--- config.mk ---
export PLATFORM = sky130hd
export DESIGN_NAME = decode_stage
export DESIGN_NICKNAME = d
export VERILOG_FILES = /design/src/rtl/decode_stage.sv
export SDC_FILE = /design/constraint.sdc
export NUM_CORES = 2
export LEC_CHECK = 0
export CAP_MARGIN = 40
export CORE_AREA = 2 2 366 368
export DETAILED_ROUTE_END_ITERATION = 16
export DIE_AREA = 0 0 368 370
export PLACE_DENSITY = 0.71
export REMOVE_ABC_BUFFERS = 1
export SYNTH_ARGS = -nofsm -noshare
export SYNTH_HDL_FRONTEND = slang
export SYNTH_SLANG_ARGS = --single-unit
--- constraint.sdc ---
create_clock -name clk -period 11.02 [get_ports clk]
set_input_delay 2.204 -clock clk [delete_from_list [all_inputs] [get_ports clk]]
set_output_delay 2.204 -clock clk [all_outputs]
set_load 0.03 [all_outputs]
--- src/rtl/decode_stage.sv ---
`default_nettype none
// ============================================================================
//  Module   : decode_stage
//  Purpose  : RV32I decode stage. Decodes control, reads the 32x32 register
//             file, sign-extends the immediate and captures everything in the
//             D/E pipeline register. Owns the writeback write port.
//  Options  : DECODE_BYPASS_EN - when defined, a read of the register being
//             written back in the same cycle returns ResultW (write-first).
//  Revision : 1.0 - initial release
// ============================================================================
module decode_stage #(
    parameter int XLEN = 32
) (
    input  logic            clk,
    input  logic            reset,
    input  logic [31:0]     InstrD,
    input  logic [XLEN-1:0] PCD,
    input  logic [XLEN-1:0] PCPlus4D,
    input  logic            RegWriteW,
    input  logic [4:0]      RdW,
    input  logic [XLEN-1:0] ResultW,
    input  logic            FlushE,
    output logic            RegWriteE,
    output logic            MemWriteE,
    output logic            JumpE,
    output logic            BranchE,
    output logic            ALUSrcE,
    output logic [1:0]      ResultSrcE,
    output logic [2:0]      ALUControlE,
    output logic [XLEN-1:0] RD1E,
    output logic [XLEN-1:0] RD2E,
    output logic [XLEN-1:0] ImmExtE,
    output logic [XLEN-1:0] PCE,
    output logic [XLEN-1:0] PCPlus4E,
    output logic [4:0]      Rs1E,
    output logic [4:0]      Rs2E,
    output logic [4:0]      RdE
);

    localparam logic [6:0] c_OP_LW   = 7'b0000011;
    localparam logic [6:0] c_OP_SW   = 7'b0100011;
    localparam logic [6:0] c_OP_R    = 7'b0110011;
    localparam logic [6:0] c_OP_I    = 7'b0010011;
    localparam logic [6:0] c_OP_BEQ  = 7'b1100011;
    localparam logic [6:0] c_OP_JAL  = 7'b1101111;

    localparam logic [2:0] c_ALU_ADD = 3'b000;
    localparam logic [2:0] c_ALU_SUB = 3'b001;
    localparam logic [2:0] c_ALU_AND = 3'b010;
    localparam logic [2:0] c_ALU_OR  = 3'b011;
    localparam logic [2:0] c_ALU_SLT = 3'b101;

    logic [XLEN-1:0] r_rf [32];

    logic [6:0]      w_op;
    logic [2:0]      w_funct3;
    logic [4:0]      w_rs1;
    logic [4:0]      w_rs2;
    logic [4:0]      w_rd;
    logic            w_regwrite;
    logic            w_memwrite;
    logic            w_jump;
    logic            w_branch;
    logic            w_alusrc;
    logic [1:0]      w_resultsrc;
    logic [1:0]      w_aluop;
    logic [2:0]      w_aluctl;
    logic [XLEN-1:0] w_imm;
    logic [XLEN-1:0] w_rd1;
    logic [XLEN-1:0] w_rd2;

    assign w_op     = InstrD[6:0];
    assign w_funct3 = InstrD[14:12];
    assign w_rs1    = InstrD[19:15];
    assign w_rs2    = InstrD[24:20];
    assign w_rd     = InstrD[11:7];

    // Register file: reset clears every entry; reset wins over a pending write.
    always_ff @(posedge clk) begin
        if (!reset) begin
            for (int i = 0; i < 32; i++) begin
                r_rf[i] <= '0;
            end
        end else if (RegWriteW && (RdW != 5'd0)) begin
            r_rf[RdW] <= ResultW;
        end
    end

    // Read ports: x0 is hard-wired to zero; optional write-first forwarding.
    always_comb begin
        w_rd1 = '0;
        w_rd2 = '0;
        if (w_rs1 != 5'd0) begin
            w_rd1 = r_rf[w_rs1];
`ifdef DECODE_BYPASS_EN
            if (RegWriteW && (RdW == w_rs1)) begin
                w_rd1 = ResultW;
            end
`endif
        end
        if (w_rs2 != 5'd0) begin
            w_rd2 = r_rf[w_rs2];
`ifdef DECODE_BYPASS_EN
            if (RegWriteW && (RdW == w_rs2)) begin
                w_rd2 = ResultW;
            end
`endif
        end
    end

    // Main decoder and immediate generator, both keyed on the opcode.
    always_comb begin
        w_regwrite  = 1'b0;
        w_memwrite  = 1'b0;
        w_jump      = 1'b0;
        w_branch    = 1'b0;
        w_alusrc    = 1'b0;
        w_resultsrc = 2'b00;
        w_aluop     = 2'b00;
        w_imm       = '0;
        case (w_op)
            c_OP_LW: begin
                w_regwrite  = 1'b1;
                w_alusrc    = 1'b1;
                w_resultsrc = 2'b01;
                w_imm       = {{20{InstrD[31]}}, InstrD[31:20]};
            end
            c_OP_SW: begin
                w_memwrite  = 1'b1;
                w_alusrc    = 1'b1;
                w_imm       = {{20{InstrD[31]}}, InstrD[31:25], InstrD[11:7]};
            end
            c_OP_R: begin
                w_regwrite  = 1'b1;
                w_aluop     = 2'b10;
            end
            c_OP_I: begin
                w_regwrite  = 1'b1;
                w_alusrc    = 1'b1;
                w_aluop     = 2'b10;
                w_imm       = {{20{InstrD[31]}}, InstrD[31:20]};
            end
            c_OP_BEQ: begin
                w_branch    = 1'b1;
                w_aluop     = 2'b01;
                w_imm       = {{20{InstrD[31]}}, InstrD[7], InstrD[30:25],
                               InstrD[11:8], 1'b0};
            end
            c_OP_JAL: begin
                w_regwrite  = 1'b1;
                w_jump      = 1'b1;
                w_resultsrc = 2'b10;
                w_imm       = {{12{InstrD[31]}}, InstrD[19:12], InstrD[20],
                               InstrD[30:21], 1'b0};
            end
            default: begin
                w_regwrite  = 1'b0;
            end
        endcase
    end

    // ALU control: funct3/funct7 only matter for the arithmetic opcodes.
    always_comb begin
        w_aluctl = c_ALU_ADD;
        case (w_aluop)
            2'b01: w_aluctl = c_ALU_SUB;
            2'b10: begin
                case (w_funct3)
                    3'b000:  w_aluctl = (w_op[5] && InstrD[30]) ? c_ALU_SUB : c_ALU_ADD;
                    3'b010:  w_aluctl = c_ALU_SLT;
                    3'b110:  w_aluctl = c_ALU_OR;
                    3'b111:  w_aluctl = c_ALU_AND;
                    default: w_aluctl = c_ALU_ADD;
                endcase
            end
            default: w_aluctl = c_ALU_ADD;
        endcase
    end

    // D/E pipeline register: reset and flush both insert an all-zero bubble.
    always_ff @(posedge clk) begin
        if (!reset || FlushE) begin
            RegWriteE   <= 1'b0;
            MemWriteE   <= 1'b0;
            JumpE       <= 1'b0;
            BranchE     <= 1'b0;
            ALUSrcE     <= 1'b0;
            ResultSrcE  <= 2'b00;
            ALUControlE <= 3'b000;
            RD1E        <= '0;
            RD2E        <= '0;
            ImmExtE     <= '0;
            PCE         <= '0;
            PCPlus4E    <= '0;
            Rs1E        <= 5'd0;
            Rs2E        <= 5'd0;
            RdE         <= 5'd0;
        end else begin
            RegWriteE   <= w_regwrite;
            MemWriteE   <= w_memwrite;
            JumpE       <= w_jump;
            BranchE     <= w_branch;
            ALUSrcE     <= w_alusrc;
            ResultSrcE  <= w_resultsrc;
            ALUControlE <= w_aluctl;
            RD1E        <= w_rd1;
            RD2E        <= w_rd2;
            ImmExtE     <= w_imm;
            PCE         <= PCD;
            PCPlus4E    <= PCPlus4D;
            Rs1E        <= w_rs1;
            Rs2E        <= w_rs2;
            RdE         <= w_rd;
        end
    end

endmodule
`default_nettype wire

==> summary by stage <==
Placed design
Timing analysis after detailed placement gives a worst setup slack of 5.44 ns. The half-perimeter wire length after placement is 125 mm. Buffers placed on the I/O ports in this run total 321. The placer congestion estimate is 0.890.

The placed cell count is 5753.

Drt
The detailed router finished its first iteration with 6009 violations. Before antenna repair, the detailed router went through 6 iterations. Using the TritonRoute via totals, the vias-per-cell ratio works out to 6.40. The via count is 38500. For this run, design rule violations remaining after detail routing come to 0.

Summed over all layers, the routed wires come to 205 mm. The routed length per placed instance is 34.2 µm. In this run the remaining antenna-violating nets after routing total 0.

Global routing
The number of global-route vias before repair is 37900. The total grt overflow is 0. The overall global routing resource usage is 29.9%. The pin count of the biggest net entering global routing is 128.

The number of antenna violations at the first check in global routing is 20. The wire length of the first global-routing pass is 286 mm.

STA
Setup repair after global routing left no endpoint under its margin. The relative slew slack is 33.9%. The number of slew-limit violations in the final report is 0. The number of hold violations in the final report was 0. The worst setup skew after layout is 0.0362 ns. The setup TNS is 0 ns. The number of setup violations in the final report is 0. The transition at the pin with the smallest max-transition slack is 0.989 ns.

Based on the critical path, the design can be clocked at up to 0.209 GHz. The worst path setup slack after routing is 6.23 ns. Subtracting the final worst setup slack from the clock period gives 4.79 ns. The period utilization is 43.5%.

Synthesis
The prevailing post-synth register cell is sky130_fd_sc_hd__edfxtp_1. The count of different cell masters after synthesis is 58. The Yosys step of the flow raised 0 warnings. The post-synthesis share of cell area spent on xor and xnor gates is 0%. The cell count after synthesis is 3898. The async set-reset flop share out of synthesis is 0%. The post-synthesis average cell area is 15.2 µm².

In this run, synthesis produced a sequential element count of 1198. Summing the areas of all and, or, nand and nor instances in the mapped netlist gives 12.9% of the synthesized area. The largest total area in the synthesized netlist belongs to sky130_fd_sc_hd__edfxtp_1. The share of the synthesized area in the top cell type is 52.0%.

The fraction of the mapped netlist area in compound gates is 3.89%. Of the post-synthesis cell area, the part taken by muxes is 21.9%. The largest family of logic cells by synthesized area is multiplexers. Summing the sequential cell areas from Yosys gives 57.9% of the chip area. By area the synthesized netlist is led by sky130_fd_sc_hd__edfxtp_1 52%, sky130_fd_sc_hd__mux4_2 16%, sky130_fd_sc_hd__and2_1 12%. Counting flops with a built-in enable in the synthesized netlist gives 1024. The adder-cell area share of the yosys netlist is 0.0423%. The area of the mapped netlist is 0.0592 mm².

Finish
In the final layout, the share of cells above drive strength 1 is 20.4%. At the end of the flow the core is filled with cells to 52.4%. At the end of the flow, the number of nets in the layout was 4259. The non-filler instance count after layout is 6012.

The commonest non-fill, non-tap cell in the layout is sky130_fd_sc_hd__and2_1. Compared with the post-synthesis result, the final layout area differs by 17.3%. In the layout the commonest cells are 1088 x sky130_fd_sc_hd__and2_1, 1024 x sky130_fd_sc_hd__edfxtp_1, 423 x sky130_fd_sc_hd__mux4_2, 312 x sky130_fd_sc_hd__clkdlybuf4s50_1, 244 x sky130_fd_sc_hd__mux2i_1.

The number of filler instances in the final layout is 10500.

Critical path
Together, buffers and inverters on the worst path number 3. Traced cell by cell, the critical path runs through buf_8 > buf_4 > buf_12 > mux4_2 > mux2i_1 > o22a_1 > o221ai_1. The kind of capture point of the worst setup path is a flip-flop. STA classifies the critical path startpoint as an input pin. Data arrives at the worst endpoint at 5.42 ns.

The cell type of the slowest stage on the worst timing path is sky130_fd_sc_hd__buf_12. For the worst setup path, the data required time is 11.64 ns. Along the worst path, the maximum fanout reaches 106.

The dominant delay contributor by cell family on the critical path is buffers and inverters. In this run the number of cells on the critical path is 7. The stage delay of the slowest cell on the critical path is 0.71 ns.

The critical setup path kind is in2reg. For the worst flop-to-flop path, the logic depth is 4.

Die
The chip height is 370 µm. The number of placement rows is 134. During I/O placement, the number of pins put on the boundary was 322. The floorplan step set the die width to 368 µm.

For this configuration, the core starts out at a cell density of 44.7%. The placeable core area is 0.132 mm². The full die area is 0.136 mm².

Power and ir drop
Of the total power, registers draw 48.0%. The internal power of the cells totals 8.33 mW. The analysis attributes to net switching a power of 2.71 mW. The power density over the cells is 159 mW/mm². The proportion of power drawn by combinational gates is 11.0%. The overall power of the completed layout is 11.0 mW. The largest voltage drop on the vdd net is 170 µV. The analysis attributes to cell leakage a power of 24.2 nW. The switching share of total power is 24.5%. The clock power share is 40.9%.

Min path
The number of instances on the worst hold path is 4. In this run the worst hold path is classified as reg2reg.

CTS
CTS placed an instance of sky130_fd_sc_hd__clkbuf_16 at the clock tree root. The clock net sink count is 1198. For the worst-skew pair, the clock arrives at the later sink with an insertion delay of 0.78 ns. The TritonCTS clock tree is built.

The number of buffers between clock root and the deepest sink is 3. Buffers inserted to repair hold after CTS numbered 0. The number of setup buffers added after CTS is 0. The level count of the clock H-tree is 4.

The number of gates resized after CTS was 0. The number of buffers added by the clock tree synthesis step is 130. The clock transition at the registers of the reported paths is 0.07 ns.

Job
The number of max-cap violations is 0.

Run status
The flow ran to the end, and the final reports show no timing, DRC or antenna violations.
[per-stage QoR]
| stage | instance area, µm² | hold slack (ns) |
|---|---|---|
| 2_1_floorplan | 57300 | 0.654 |
| 3_3_place_gp | 64100 | 0.701 |
| 3_5_place_dp | 64900 | 0.699 |
| 4_1_cts | 69300 | 0.708 |
| 5_1_grt | 69400 | 0.756 |
| 6_report | 69400 | 0.719 |
[layout make-up]
class	instances	area, µm²	area share (%)
clock inverters	62	696	1.00
multi-input cells	2319	23700	34.1
repair buffers	462	4830	6.96
well taps	1768	2210	3.19
inverters	9	33.8	0.0487
diodes	18	45.0	0.0649
clock buffers	176	3700	5.33
flip-flops and latches	1198	34200	49.3
[worst register-to-register path, delay by kind of cell, from the launching register on]
kind | cells | cell delay, ns
AOI/OAI and AO/OA | 1 | 0.45
DFF | 1 | 0.40
muxes | 2 | 0.76
and+or+nand+nor | 1 | 0.18
[synthesized netlist by cell type, types with 37 or more instances]
cell type / instances
sky130_fd_sc_hd__and2_1: 1088
sky130_fd_sc_hd__edfxtp_1: 1024
sky130_fd_sc_hd__mux4_2: 423
sky130_fd_sc_hd__clkbuf_1: 277
sky130_fd_sc_hd__mux2i_1: 244
sky130_fd_sc_hd__dfxtp_1: 174
sky130_fd_sc_hd__a22oi_1: 62
sky130_fd_sc_hd__buf_2: 62
sky130_fd_sc_hd__nor2_1: 49
sky130_fd_sc_hd__o21ai_0: 39
sky130_fd_sc_hd__o221ai_1: 38
sky130_fd_sc_hd__nand2_1: 37
[routing by layer]
metal | share of wire [%] | GRT usage, % | up-vias
li1 | - | - | 15300
met1 | 35 | 38.0 | 19600
met2 | 45 | 45.7 | 3017
met3 | 13 | 9.18 | 602
met4 | 6.0 | 16.6 | 8
met5 | 0.022 | 0 | -
[state kept, by name, summed over array words and instances (netlist names)]
signal	count
BranchE	1
Rs2E	5
MemWriteE	1
JumpE	1
ALUSrcE	1
RD1E	32
ResultSrcE	2
PCE	32
RD2E	32
RegWriteE	1
r_rf	1024
ALUControlE	3
RdE	5
Rs1E	5
ImmExtE	21
PCPlus4E	32
[power groups by stage]
stage / clock network [mW] / registers (mW) / logic (mW)
3_5_place_dp: 0 / 5.39 / 1.19
3_3_place_gp: 0 / 5.38 / 1.15
6_report: 4.52 / 5.30 / 1.22
2_1_floorplan: 0 / 5.39 / 0.542
5_1_grt: 4.71 / 5.32 / 1.25
4_1_cts: 4.54 / 5.30 / 1.20
[logic make-up after synthesis]
group / count (synthesis)
simple gates: 1258
flops: 1198
mux: 713
buf+inv: 412
compound gates: 314
fa+ha+maj: 2
other cells: 1
[final timing paths]
| kind | start | end | slack, ns |
|---|---|---|---|
| worst min register to register | r_rf[22][21] | RD2E[21] | 0.72 |
| worst max register to register | r_rf[25][15] | RD2E[15] | 9.07 |
| worst min-delay path | r_rf[22][21] | RD2E[21] | 0.72 |
| worst max-delay path | InstrD[15] | RD1E[22] | 6.23 |
Note: power is estimated with default switching activity, not from simulation.
